<file path="src/rtl/y86_pkg.sv">
// rtl/y86_pkg.sv - shared Y86 status codes, icodes and stage payload layouts
// Purpose: common constants for the Y86 pipeline registers and their stage wrappers.
// Ports: none (package).
package y86_pkg;

  // Status codes carried alongside every pipeline entry.
  localparam logic [1:0] STAT_AOK = 2'd0;
  localparam logic [1:0] STAT_HLT = 2'd1;
  localparam logic [1:0] STAT_ADR = 2'd2;
  localparam logic [1:0] STAT_INS = 2'd3;

  // Instruction codes.
  localparam logic [3:0] I_HALT   = 4'h0;
  localparam logic [3:0] I_NOP    = 4'h1;
  localparam logic [3:0] I_RRMOVQ = 4'h2;
  localparam logic [3:0] I_IRMOVQ = 4'h3;
  localparam logic [3:0] I_RMMOVQ = 4'h4;
  localparam logic [3:0] I_MRMOVQ = 4'h5;
  localparam logic [3:0] I_OPQ    = 4'h6;
  localparam logic [3:0] I_JXX    = 4'h7;
  localparam logic [3:0] I_CALL   = 4'h8;
  localparam logic [3:0] I_RET    = 4'h9;
  localparam logic [3:0] I_PUSHQ  = 4'hA;
  localparam logic [3:0] I_POPQ   = 4'hB;

  // W-stage payload layout: {valE, valM, dstE, dstM}, LSB offsets.
  localparam int W_DSTM_LSB  = 0;
  localparam int W_DSTE_LSB  = 4;
  localparam int W_VALM_LSB  = 8;
  localparam int W_VALE_LSB  = 72;
  localparam int W_PAYLOAD_W = 136;

  // M-stage payload layout: {valE, valA, dstE, dstM}, LSB offsets.
  localparam int M_DSTM_LSB  = 0;
  localparam int M_DSTE_LSB  = 4;
  localparam int M_VALA_LSB  = 8;
  localparam int M_VALE_LSB  = 72;
  localparam int M_PAYLOAD_W = 136;

endpackage

</file>
<file path="src/rtl/y86_sat_counter.sv">
// rtl/y86_sat_counter.sv - saturating event counter
// Purpose: counts cycles with inc=1, sticking at all-ones instead of wrapping.
// Ports: clk, rst_n (async active-low), inc (count enable), count (current value).
module y86_sat_counter #(
  parameter int CNT_W = 16
) (
  input  logic             clk,
  input  logic             rst_n,
  input  logic             inc,
  output logic [CNT_W-1:0] count
);

  logic [CNT_W-1:0] count_q;
  logic [CNT_W-1:0] count_d;

  always_comb begin
    count_d = count_q;
    if (inc && (count_q != '1)) begin
      count_d = count_q + CNT_W'(1);
    end
  end

  always_ff @(posedge clk or negedge rst_n) begin
    if (!rst_n) begin
      count_q <= '0;
    end else begin
      count_q <= count_d;
    end
  end

  assign count = count_q;

endmodule

</file>
<file path="src/rtl/y86_pipe_reg.sv">
// rtl/y86_pipe_reg.sv - elastic Y86 pipeline-stage register with stall/bubble
// Purpose: one pipeline stage register (main + optional skid entry) with valid/ready
//   handshake, hazard stall/bubble control, saturating perf counters and a sticky
//   stall+bubble conflict flag.
// Ports: clk, rst_n; upstream in_valid/in_ready/in_stat/in_icode/in_payload;
//   hazard stall, bubble; downstream out_valid/out_ready/out_stat/out_icode/out_payload;
//   status occupancy, stall_cnt, bubble_cnt, err.
module y86_pipe_reg
  import y86_pkg::*;
#(
  parameter int         PAYLOAD_W = 136,
  parameter int         DEPTH     = 2,
  parameter int         CNT_W     = 16,
  parameter logic [3:0] NOP_ICODE = 4'h1
) (
  input  logic                 clk,
  input  logic                 rst_n,
  input  logic                 in_valid,
  output logic                 in_ready,
  input  logic [1:0]           in_stat,
  input  logic [3:0]           in_icode,
  input  logic [PAYLOAD_W-1:0] in_payload,
  input  logic                 stall,
  input  logic                 bubble,
  output logic                 out_valid,
  input  logic                 out_ready,
  output logic [1:0]           out_stat,
  output logic [3:0]           out_icode,
  output logic [PAYLOAD_W-1:0] out_payload,
  output logic [1:0]           occupancy,
  output logic [CNT_W-1:0]     stall_cnt,
  output logic [CNT_W-1:0]     bubble_cnt,
  output logic                 err
);

  logic [1:0]           main_stat_q,  main_stat_d;
  logic [3:0]           main_icode_q, main_icode_d;
  logic [PAYLOAD_W-1:0] main_pl_q,    main_pl_d;
  logic [1:0]           skid_stat_q,  skid_stat_d;
  logic [3:0]           skid_icode_q, skid_icode_d;
  logic [PAYLOAD_W-1:0] skid_pl_q,    skid_pl_d;
  logic [1:0]           occ_q,        occ_d;
  logic                 err_q,        err_d;
  logic                 push, pop;

  assign out_valid = (occ_q != 2'd0);

  // Only the single-entry variant looks at out_ready; the skid entry exists so
  // that DEPTH=2 can keep in_ready purely registered.
  always_comb begin
    in_ready = 1'b0;
    if (DEPTH == 1) begin
      in_ready = !stall && !bubble && (!out_valid || out_ready);
    end else begin
      in_ready = !stall && !bubble && (occ_q < 2'(DEPTH));
    end
  end

  assign push = in_valid && in_ready;
  // A bubble flushes everything, so a concurrent downstream accept is ignored.
  assign pop  = out_valid && out_ready && !stall && !bubble;

  always_comb begin
    main_stat_d  = main_stat_q;
    main_icode_d = main_icode_q;
    main_pl_d    = main_pl_q;
    skid_stat_d  = skid_stat_q;
    skid_icode_d = skid_icode_q;
    skid_pl_d    = skid_pl_q;
    occ_d        = occ_q;
    err_d        = err_q || (stall && bubble);

    if (stall) begin
      // hold everything
    end else if (bubble) begin
      main_stat_d  = STAT_AOK;
      main_icode_d = NOP_ICODE;
      main_pl_d    = '0;
      occ_d        = 2'd1;
    end else begin
      unique case (occ_q)
        2'd0: begin
          if (push) begin
            main_stat_d  = in_stat;
            main_icode_d = in_icode;
            main_pl_d    = in_payload;
            occ_d        = 2'd1;
          end
        end
        2'd1: begin
          if (push) begin
            if (pop) begin
              main_stat_d  = in_stat;
              main_icode_d = in_icode;
              main_pl_d    = in_payload;
            end else begin
              skid_stat_d  = in_stat;
              skid_icode_d = in_icode;
              skid_pl_d    = in_payload;
              occ_d        = 2'd2;
            end
          end else if (pop) begin
            occ_d = 2'd0;
          end
        end
        default: begin
          // Full: in_ready is low, so only a pop can happen.
          if (pop) begin
            main_stat_d  = skid_stat_q;
            main_icode_d = skid_icode_q;
            main_pl_d    = skid_pl_q;
            occ_d        = 2'd1;
          end
        end
      endcase
    end
  end

  always_ff @(posedge clk or negedge rst_n) begin
    if (!rst_n) begin
      main_stat_q  <= STAT_AOK;
      main_icode_q <= NOP_ICODE;
      main_pl_q    <= '0;
      skid_stat_q  <= STAT_AOK;
      skid_icode_q <= NOP_ICODE;
      skid_pl_q    <= '0;
      occ_q        <= 2'd0;
      err_q        <= 1'b0;
    end else begin
      main_stat_q  <= main_stat_d;
      main_icode_q <= main_icode_d;
      main_pl_q    <= main_pl_d;
      skid_stat_q  <= skid_stat_d;
      skid_icode_q <= skid_icode_d;
      skid_pl_q    <= skid_pl_d;
      occ_q        <= occ_d;
      err_q        <= err_d;
    end
  end

  assign out_stat    = main_stat_q;
  assign out_icode   = main_icode_q;
  assign out_payload = main_pl_q;
  assign occupancy   = occ_q;
  assign err         = err_q;

  y86_sat_counter #(.CNT_W(CNT_W)) u_stall_cnt (
    .clk   (clk),
    .rst_n (rst_n),
    .inc   (stall),
    .count (stall_cnt)
  );

  // Only bubbles that take effect are counted; a stall overrides the bubble.
  y86_sat_counter #(.CNT_W(CNT_W)) u_bubble_cnt (
    .clk   (clk),
    .rst_n (rst_n),
    .inc   (bubble && !stall),
    .count (bubble_cnt)
  );

endmodule

</file>
<file path="config.mk">
export PLATFORM = sky130hd
export DESIGN_NAME = y86_pipe_reg
export DESIGN_NICKNAME = d
export VERILOG_FILES = /design/src/rtl/y86_pkg.sv /design/src/rtl/y86_sat_counter.sv /design/src/rtl/y86_pipe_reg.sv
export SDC_FILE = /design/constraint.sdc
export NUM_CORES = 1
export LEC_CHECK = 0
export ABC_AREA = 1
export BUFFER_PORTS_ARGS = -buffer_cell sky130_fd_sc_hd__buf_4
export CAP_MARGIN = 10
export CELL_PAD_IN_SITES_DETAIL_PLACEMENT = 0
export CELL_PAD_IN_SITES_GLOBAL_PLACEMENT = 1
export CORE_ASPECT_RATIO = 1.2
export CORE_MARGIN = 1.5
export CORE_UTILIZATION = 40
export CTS_CLUSTER_DIAMETER = 30
export CTS_CLUSTER_SIZE = 10
export DETAILED_ROUTE_END_ITERATION = 6
export PLACE_DENSITY_LB_ADDON = 0.1
export SLEW_MARGIN = 10
export SYNTH_ARGS = -nofsm -noshare
export SYNTH_HDL_FRONTEND = slang
export SYNTH_SLANG_ARGS = --single-unit
</file>
<file path="constraint.sdc">
create_clock -name clk -period 2.12 [get_ports clk]
set_input_delay 0.106 -clock clk [delete_from_list [all_inputs] [get_ports clk]]
set_output_delay 0.106 -clock clk [all_outputs]
set_load 0.02 [all_outputs]
</file>
==> impl_results.md, run 1 <==
- Post-Syn Nets: between 1500 and 2000
- Yosys warnings: 0
- DP HPWL: between 20 and 30 mm
- Longest Clk Path Bufs: 3
- Synthesized area per cell: 7.93 um2
- Met3 Usage GRT: roughly 5.7%
- Area of the core: between 0.03 and 0.04 mm2
- Placed insts: 2554
- Hold/Removal Path Class: in -> async
- Fin crit share: 87.7%
- Final hold violations: 0
- Site Rows: between 70 and 80
- Clk Latency, worst-skew pair: 550 ps
- Mapped Area: around 0.015 mm2
- Die Ht: about 210 um
- WP data arrival: 2260 ps
- Reg clk slew, reported paths: 40 ps
- Relative slew slack: 52.9%
- Drt initial violations: 803
- Inserted Clock Buffers: 76
- Largest net degree at the start of global routing: 103
- Highest clock rate: 538 MHz
- Synth area leaders: dfrtp_1 (54%), nand2_1 (18%), o21ai_0 (15%)
- Total Routed Length: about 45 mm
- DRT antenna net count: 0
- Worst-Margin Slew: 707 ps
- Root Driver: clkbuf_16
- Die Area: 0.0376 mm2
- Die W: about 180 um
- Post-detailed-route wirelength per cell: 15.7 um
- WS Path Type: reg -> reg
- Max capacitance violation total: 0
- CP Capture Type: flip-flop
- Peak supply drop: 0.827 mV
- DRC violations left: 0
- Clock skew: 15.4 ps
- RSZ-0062 raised after global routing: no
- Nets: 2459
- Area leader, netlist: dfrtp_1
- Final Max Slew Viols: 0
- Total Neg Setup Slack: 0 ps
- Leakage: about 11 nW
- Met2 Resource Use GR: approximately two fifths
- Crit Path Max Fanout: 16
- Total Power: about 32 mW
- PortBufs: 326
- Most frequent cells in the layout: nand2_1 (697), o21ai_0 (432), buf_4 (339), dfrtp_1 (317), inv_1 (173)
- Register bit total from synthesis: 319
- Element type at the critical path start: flip-flop
- Vias per inst: 4.88
- Worst Reg2Reg Path Length in Cells: 8
- Vias in the first global route: 13800
- Pwr Density: between 1000 and 1500 mW/mm2
- Congestion Overflow GR: 0
- GR met1 Demand/Resource: 30.9%
- TritonCTS clock tree: yes
- Most common cell after layout, fill and taps aside: nand2_1
- Initial Util: 40.6%
- # setup viols final: 0
- Area Overhead vs Synth: 49.1%
- Final min period: between 1500 and 2000 ps
- GP Congestion: 0.864
- All-layer global routing usage: approximately 24%
- Top Usage Layer GRT: met2
- Initial antenna violation count: 3
- Seq/Total Area, Yosys: 54.8%
- Yosys top cell area share: 54.5%
- Ports: 327
- Global-route wire length before repair: 71.8 mm
- Max H-tree Level: 3
- Detailed Routing Iterations Pass 1: 5
- Outcome: finished, final reports clean
- Non-filler cells in the finished layout: approximately 2800
- Syn Inst Count: 1836
- Post-CTS Setup Bufs: 0
- CTS sink count: 319
- Unique masters post-synth: 22
- Fraction of layout cells with a size suffix above 1: 20.7%
- Vias post-DR: 13800
- CP Data Required Time: about 2500 ps
==> cell type report <==
type	instances	area (um2)
clock inverter	25	414
clock buffer	109	2240
sequential	319	7990
fill	3189	14100
antenna	2	5.00
multi-input combinational	1232	5420
tap	468	586
timing repair buffer	505	4410
inverter	175	659
==> through the flow <==
stage          setup WS (ps)  instance area, um2  hold slack (ps)  utilization, %
6_report                 261               21700             68.3            60.6
5_1_grt                 79.1               21700             85.5            60.6
4_1_cts                  243               21700             65.6            60.6
3_5_place_dp             248               17600             58.0            49.1
3_3_place_gp             296               17600             58.4            49.1
2_1_floorplan            227               14600             -190               -
==> cells in the mapped netlist (all sizes together) <==
library cell  instances
nand4                 8
nand2               701
ha                    2
nand3b                2
o21bai                1
buf                  36
dfrtp               317
o21ai               432
xnor2                13
clkbuf               74
xor2                 10
nor3                  7
nand3                25
inv                 175
dfstp                 2
nor2                 31
==> flip-flops by register name, indices dropped and copies added, names as in the netlist <==
signal              count
occupancy               2
skid_icode_q            4
skid_stat_q             2
out_icode               4
out_payload           136
u_bubble_cnt.count     16
err                     1
u_stall_cnt.count      16
skid_pl_q             136
out_stat                2
==> worst max-delay path: stages, from the launching register on <==
cell and delay (ps):
dfrtp_1 400, ha_1 250, nand3_1 160, nor3_1 280
nand3_1 120, nand2_1 90, inv_1 220, nand2_1 120
o21ai_0 80
==> power by group <==
part | leakage (nW) | internal (mW) | switching [mW]
clock | 1.31 | 8.57 | 3.38
sequential | 4.04 | 8.78 | 1.31
combinational | 5.61 | 3.78 | 6.15
total | 11.0 | 21.1 | 10.8
==> worst paths after layout <==
check                                      start                      to  slack (ps)
min in group clk                       out_ready            occupancy[0]          90
max                        u_bubble_cnt.count[1]  u_bubble_cnt.count[12]         260
min reg2reg                      skid_icode_q[0]         skid_icode_q[0]         470
max in group asynchronous                  rst_n         out_payload[13]        1300
min                                        rst_n    u_stall_cnt.count[0]          70
max reg2reg                u_bubble_cnt.count[1]  u_bubble_cnt.count[12]         260
==> per-layer routing <==
metal / wire length (um) / up-vias
met3: 2750 / 83
met1: 19000 / 6598
li1: - / 6756
met4: 1320 / 2
met5: 7 / -
met2: 21400 / 386
==> kinds of logic after synthesis <==
family,Yosys count,share of synthesized area (%)
DFF,319,54.8
AOI/OAI and AO/OA,433,14.9
and+or+nand+nor,774,20.6
buffers and inverters,285,8.10
xor gates and xnor gates,23,1.38
adders and majority gates,2,0.172
==> repair_timing <==
action	CTS	global route
resized for setup	0	0
hold buffers	145	0
endpoints found under the hold margin	604	0
Power figures use the tool's default switching activity.
==> inputs of run 2 (changes only) <==
--- a/config.mk
+++ b/config.mk
@@ -20,4 +20,5 @@
 export SLEW_MARGIN = 10
 export SYNTH_ARGS = -nofsm -noshare
 export SYNTH_HDL_FRONTEND = slang
+export SYNTH_HIERARCHICAL = 1
 export SYNTH_SLANG_ARGS = --single-unit
==> run 2 against run 1 <==
  * Clock skew increased by 8.3 ps
  * Clock power about the same
  * Power decreased by 6.8%
  * Combinational power decreased by 17%
  * Area after synthesis decreased by 3.4%
  * Routed wire length decreased by 1.8%
  * Worst hold slack got worse by 28 ps
  * Fmax increased by 0.16%
  * Final cell count decreased by 8.7%
  * Die area decreased by 3.4%
  * Critical path type unchanged
  * Largest cell class unchanged
  * Largest power group unchanged
==> impl_results.md, run 2 <==
- Crit path to: out_payload[11]
- Worst-Margin Slew: 763 ps
- DP HPWL: 26.2 mm
- Most common cell after layout, fill and taps aside: nand2_1
- Post-synth EDFFs: 0
- CTS sink count: roughly 320
- Final Max Slew Viols: 0
- TritonCTS clock tree: yes
- DRT antenna net count: 0
- Clk Latency, worst-skew pair: 580 ps
- Clock skew: 23.7 ps
- Seq/Total Area, Yosys: 56.8%
- FF-to-FF setup slack: approximately 260 ps
- Site Rows: 75
- Root Driver: clkbuf_16
- R2R Path End: out_payload[11]
- DRC violations left: 0
- Max H-tree Level: 3
- GP Congestion: 0.812
- Peak supply drop: 0.749 mV
- CP Capture Type: flip-flop
- Most frequent cells in the layout: nand2_1 (569), buf_4 (339), dfrtp_1 (317), nand3_1 (165), dlygate4sd3_1 (145)
- Top Usage Layer GRT: met2
- Register bit total from synthesis: 319
- Crit Path Max Fanout: 38
- Element type at the critical path start: flip-flop
- Mapped Area: 0.0141 mm2
- Inserted Clock Buffers: 76
- Worst Setup SP: occupancy[1]
- Synthesized area per cell: 8.82 um2
- Final min period: 1860 ps
- Post-detailed-route wirelength per cell: 16.9 um
- Max capacitance violation total: 0
- Leakage: 10.4 nW
- All-layer global routing usage: 24.1%
- # setup viols final: 0
- Die Area: 0.0363 mm2
- Worst Reg2Reg Path Length in Cells: 9
- Vias post-DR: about 13000
- Async set-reset flop share out of synthesis: 100%
- Die Ht: 208 um
- Reg clk slew, reported paths: 40 ps
- Global-route wire length before repair: 71.0 mm
- Die W: 174 um
- Met2 Resource Use GR: 37.9%
- Vias per inst: 5.07
- Top cells by count, synth: nand2_1 (570), dfrtp_1 (317), nand3_1 (165), o21ai_1 (142), a22oi_1 (141)
- Vias in the first global route: 13300
- Relative slew slack: 49.2%
- Yosys warnings: 6
- CP Data Required Time: 2600 ps
- Placed insts: about 2300
- Ports: 327
- Total Routed Length: between 40 and 50 mm
- Congestion Overflow GR: 0
- Synth area leaders: dfrtp_1 (56%), nand2_1 (15%), a22oi_1 (7.5%)
- RSZ-0062 raised after global routing: no
- Total Neg Setup Slack: 0 ps
- GR met1 Demand/Resource: a little under a third
- PortBufs: 326
- Final Util: 60.6%
- Fin crit share: 87.6%
- Total Power: 29.8 mW
- Worst slack, placed: 165 ps
- Initial antenna violation count: 1
- Longest Clk Path Bufs: 3
- Outcome: finished, final reports clean
- Area leader, netlist: dfrtp_1
- Dominant synthesized flop cell: dfrtp_1
- Drt initial violations: 908
- Nets: roughly 2200
- Non-filler cells in the finished layout: between 2000 and 3000
- Yosys top cell area share: around 56%
- Most common cell in the netlist: nand2_1
- Origin of the critical flop-to-flop path: occupancy[1]
- Largest net degree at the start of global routing: 142
- Highest clock rate: 539 MHz
- Pwr Density: about 1400 mW/mm2
- Area of the core: 0.0348 mm2
- Worst setup margin: 264 ps
- Post-Syn Nets: around 1700
- WP data arrival: approximately 2300 ps
- Area Overhead vs Synth: 50.0%
- Initial Util: 40.4%
- Unique masters post-synth: 31
- Fraction of layout cells with a size suffix above 1: 24.8%
- Met3 Usage GRT: 5.63%
- Detailed Routing Iterations Pass 1: 5
- Syn Inst Count: 1595
- Hold/Removal Path Class: in -> async
- WS Path Type: reg -> reg
- Final hold violations: 0
[run 2: cell families (layout without fill, tap and decap cells)]
kind of cell / Yosys count / in the layout / synth area share, %
flip-flops: 319 / 319 / 56.8
AND/OR/NAND/NOR: 813 / 813 / 24.5
AO/OA/AOI/OAI: 294 / 294 / 13.1
adder cells (fa/ha/maj): 2 / 2 / 0.178
XOR/XNOR: 7 / 7 / 0.436
other: 0 / 1 / 0
buffers and inverters: 160 / 691 / 5.03
[run 2: repair_timing]
action                                 in CTS  in global routing
resized for setup                           0                  1
hold buffers                              145                  0
setup buffers                               0                  0
setup endpoints to repair                   0                  9
endpoints found under the hold margin     611                  0
[run 2: metrics by stage]
stage / area [um2] / hold slack, ps
4_1_cts: 21100 / 27.6
3_5_place_dp: 17000 / 40.9
5_1_grt: 21100 / 48.9
6_report: 21100 / 40.0
3_3_place_gp: 17000 / 41.2
2_1_floorplan: 14100 / -190
[run 2: report_power, final]
| part | total [mW] | internal [mW] | switching (mW) |
|---|---|---|---|
| logic | 8.26 | 3.31 | 4.95 |
| registers | 9.93 | 8.47 | 1.46 |
| clock network | 11.6 | 7.83 | 3.76 |
| total | 29.8 | 19.6 | 10.2 |
[run 2: critical path: stages, from the launching register on]
cell and delay (ps):
dfrtp_1 430, inv_1 160, nand2_2 120, nand2_1 70, nand3_1 170, nand3_4 140
buf_12 210, buf_4 280, nand2_1 80, o21ai_1 100
[run 2: worst min path at each step]
| stage | cells past startpoint | slack (ps) | endpoint | startpoint |
|---|---|---|---|---|
| floorplan | 0 | -190 | err | rst_n |
| global placement | 1 | 40 | u_stall_cnt/count[15] | rst_n |
| detailed placement | 1 | 40 | u_stall_cnt/count[15] | rst_n |
| CTS | 2 | 30 | u_stall_cnt/count[15] | rst_n |
| global route | 2 | 50 | u_stall_cnt/count[15] | rst_n |
| finish | 2 | 40 | u_stall_cnt/count[15] | rst_n |
[run 2: layout make-up]
type	count	area, um2
timing repair buffer	501	4330
inverter	52	196
sequential	319	7990
fill	3060	13700
clock buffer	89	2020
antenna	1	2.50
multi-input combinational	1116	5400
clock inverter	49	577
tap	462	578
[run 2: metal layers]
layer  share of wire, %  up-vias
met3                6.9       71
met1                 44     6267
met2                 47      447
li1                   -     6340
met5                  0        -
met4                2.8        0
==> inputs of run 3 (changes only) <==
--- a/config.mk
+++ b/config.mk
@@ -17,7 +17,6 @@
 export CTS_CLUSTER_SIZE = 10
 export DETAILED_ROUTE_END_ITERATION = 6
 export PLACE_DENSITY_LB_ADDON = 0.1
-export SLEW_MARGIN = 10
 export SYNTH_ARGS = -nofsm -noshare
 export SYNTH_HDL_FRONTEND = slang
 export SYNTH_HIERARCHICAL = 1
==> constraint.sdc (replaced) <==
create_clock -name clk -period 1.75 [get_ports clk]
set_input_delay 0.0875 -clock clk [delete_from_list [all_inputs] [get_ports clk]]
set_output_delay 0.0875 -clock clk [all_outputs]
set_load 0.02 [all_outputs]
==> run 3 against run 2 <==
  * Final cell count up 1.2%
  * Final area up 2.9%
  * Worst hold slack worse by 4.6 ps
  * First-iteration DRC count down 2.9%
  * Via count up 1.1%
  * Critical path depth down 2
  * Critical endpoint is now skid_pl_q[53]
  * Highest routed layer unchanged
==> impl_results.md, run 3 (synthesized netlist as in run 2, its figures left out) <==
- Final Max Slew Viols: 0
- Congestion Overflow GR: 0
- Initial Util: 40.4%
- Site Rows: 75
- Clock skew: 14.7 ps
- Hold slack: 35.4 ps
- Ports: 327
- Total Routed Length: 44.2 mm
- GP Congestion: around 0.79
- CTS sink count: 319
- Non-filler cells in the finished layout: 2619
- Outcome: finished, final reports clean
- Most common cell after layout, fill and taps aside: nand2_1
- CP bufs+invs: 1
- Vias per inst: 5.07
- Die Area: ~0.036 mm2
- Worst Setup SP: occupancy[1]
- Most frequent cells in the layout: nand2_1 (569), buf_4 (361), dfrtp_1 (317), nand3_1 (164), dlygate4sd3_1 (145)
- Inserted Clock Buffers: 74
- Filler instances: 2973
- WP data arrival: 2080 ps
- DP HPWL: 27.4 mm
- Post-CTS Setup Bufs: 0
- Clk Latency, worst-skew pair: roughly 560 ps
- Crit Path Max Fanout: 47
- Max H-tree Level: 3
- Reg clk slew, reported paths: 40 ps
- Relative slew slack: 67.5%
- Peak supply drop: 1.26 mV
- Worst-Margin Slew: 486 ps
- # setup viols final: 0
- Drt initial violations: 882
- WS Path Type: reg -> reg
- Final min period: 1640 ps
- DRC violations left: 0
- Root Driver: clkbuf_16
- Worst path cell trace: nor2_4 -> nand3_2 -> nor2_4 -> nand2_4 -> buf_12 -> nand2_1 -> nand2_1
- Hold/Removal Path Class: in -> async
- Origin of the critical flop-to-flop path: occupancy[1]
- PortBufs: 326
- Area Overhead vs Synth: 54.3%
- Post-detailed-route wirelength per cell: 16.9 um
- Fin crit share: 93.6%
- Final hold violations: 0
- CP Capture Type: flip-flop
- Detailed Routing Iterations Pass 1: 5
- All-layer global routing usage: 24.3%
- Worst path slowest cell: dfrtp_1
- RSZ-0062 raised after global routing: yes
- DRT antenna net count: 0
- Max capacitance violation total: 0
- Fraction of layout cells with a size suffix above 1: 26.0%
- Pwr Density: 1730 mW/mm2
- Largest delay contributor family on the critical path: simple AND/OR/NAND/NOR gates
- Area of the core: about 0.035 mm2
- Nets: around 2300
- Highest clock rate: between 600 and 700 MHz
- Element type at the critical path start: flip-flop
- Leakage: 10.7 nW
- Longest Clk Path Bufs: 3
- Initial antenna violation count: 1
- Vias in the first global route: 13000
- CP Data Required Time: about 2200 ps
- Largest net degree at the start of global routing: 76
- Slowest stage delay, CP: 410 ps
- Placed insts: roughly 2300
- Global-route wire length before repair: 71.1 mm
- Die W: 174 um
- TritonCTS clock tree: yes
- Die Ht: roughly 210 um
- Vias post-DR: between 10000 and 15000
[run 3: changes by cell type in the layout (fill, tap and decap cells not counted), moves of 2 or more]
cell / previous run / this run
inv_16: 2 / 0
inv_2: 2 / 4
buf_4: 339 / 361
clkinv_4: 8 / 5
clkinvlp_4: 12 / 4
inv_1: 49 / 47
clkinv_8: 3 / 0
buf_12: 16 / 29
clkinv_2: 15 / 10
bufinv_16: 8 / 17
clkbuf_16: 76 / 78
[run 3: metal layers]
| layer | GRT usage [%] | share of wire, % | vias up |
|---|---|---|---|
| met5 | 0 | 0 | - |
| met4 | 9.22 | 2.9 | 0 |
| met3 | 6.20 | 7.0 | 92 |
| met2 | 37.4 | 46 | 437 |
| met1 | 33.1 | 44 | 6323 |
| li1 | - | - | 6418 |
[run 3: report_power, final]
part / total [mW] / switching, mW / internal [mW]
Sequential: 12.0 / 1.70 / 10.3
Clock: 15.0 / 4.23 / 10.8
Combinational: 10.6 / 6.20 / 4.45
Total: 37.6 / 12.1 / 25.5
[run 3: worst register-to-register path, cell delays in order, from the launching register on]
cell	delay, ps
dfrtp_1	410
nor2_4	160
nand3_2	150
nor2_4	260
nand2_4	150
buf_12	220
nand2_1	120
nand2_1	60
[run 3: worst paths after layout]
| check | end | slack [ps] | cells after the start |
|---|---|---|---|
| max | skid_pl_q[53] | 110 | 7 |
| min | u_stall_cnt/count[8] | 40 | 2 |
| max in group asynchronous | skid_pl_q[120] | 1030 | 3 |
| min in group clk | occupancy[0] | 130 | 7 |
| max reg2reg | skid_pl_q[53] | 110 | 7 |
| min reg2reg | skid_pl_q[3] | 470 | 2 |
[run 3: what timing repair did]
item | 4_1_cts | 5_1_grt
endpoints found under the setup margin | 0 | 177
resized for setup | 0 | 7
hold endpoints to repair | 613 | 0
hold buffers | 145 | 0
[run 3: final cells by class]
type,count,area [um2],area share (%)
well taps,462,578,2.66
repair buffers,539,4820,22.2
flip-flops and latches,319,7990,36.8
diodes,2,5.00,0.0231
inverters,52,196,0.905
clock inverters,38,656,3.02
multi-input cells,1116,5410,24.9
clock buffers,91,2060,9.49
[run 3: through the flow]
stage / cell area, um2 / utilization, % / total power, mW / setup TNS (ps) / worst slack (ps)
floorplan: 14100 / - / 17.6 / 0 / 58.6
detailed placement: 17500 / 50.3 / 22.3 / 0 / 38.3
finish: 21700 / 62.4 / 37.6 / 0 / 112
global route: 21700 / 62.3 / 39.6 / -8.46 / -3.96
CTS: 21700 / 62.2 / 37.8 / 0 / 14.7
global placement: 17500 / 50.3 / 22.1 / 0 / 67.3
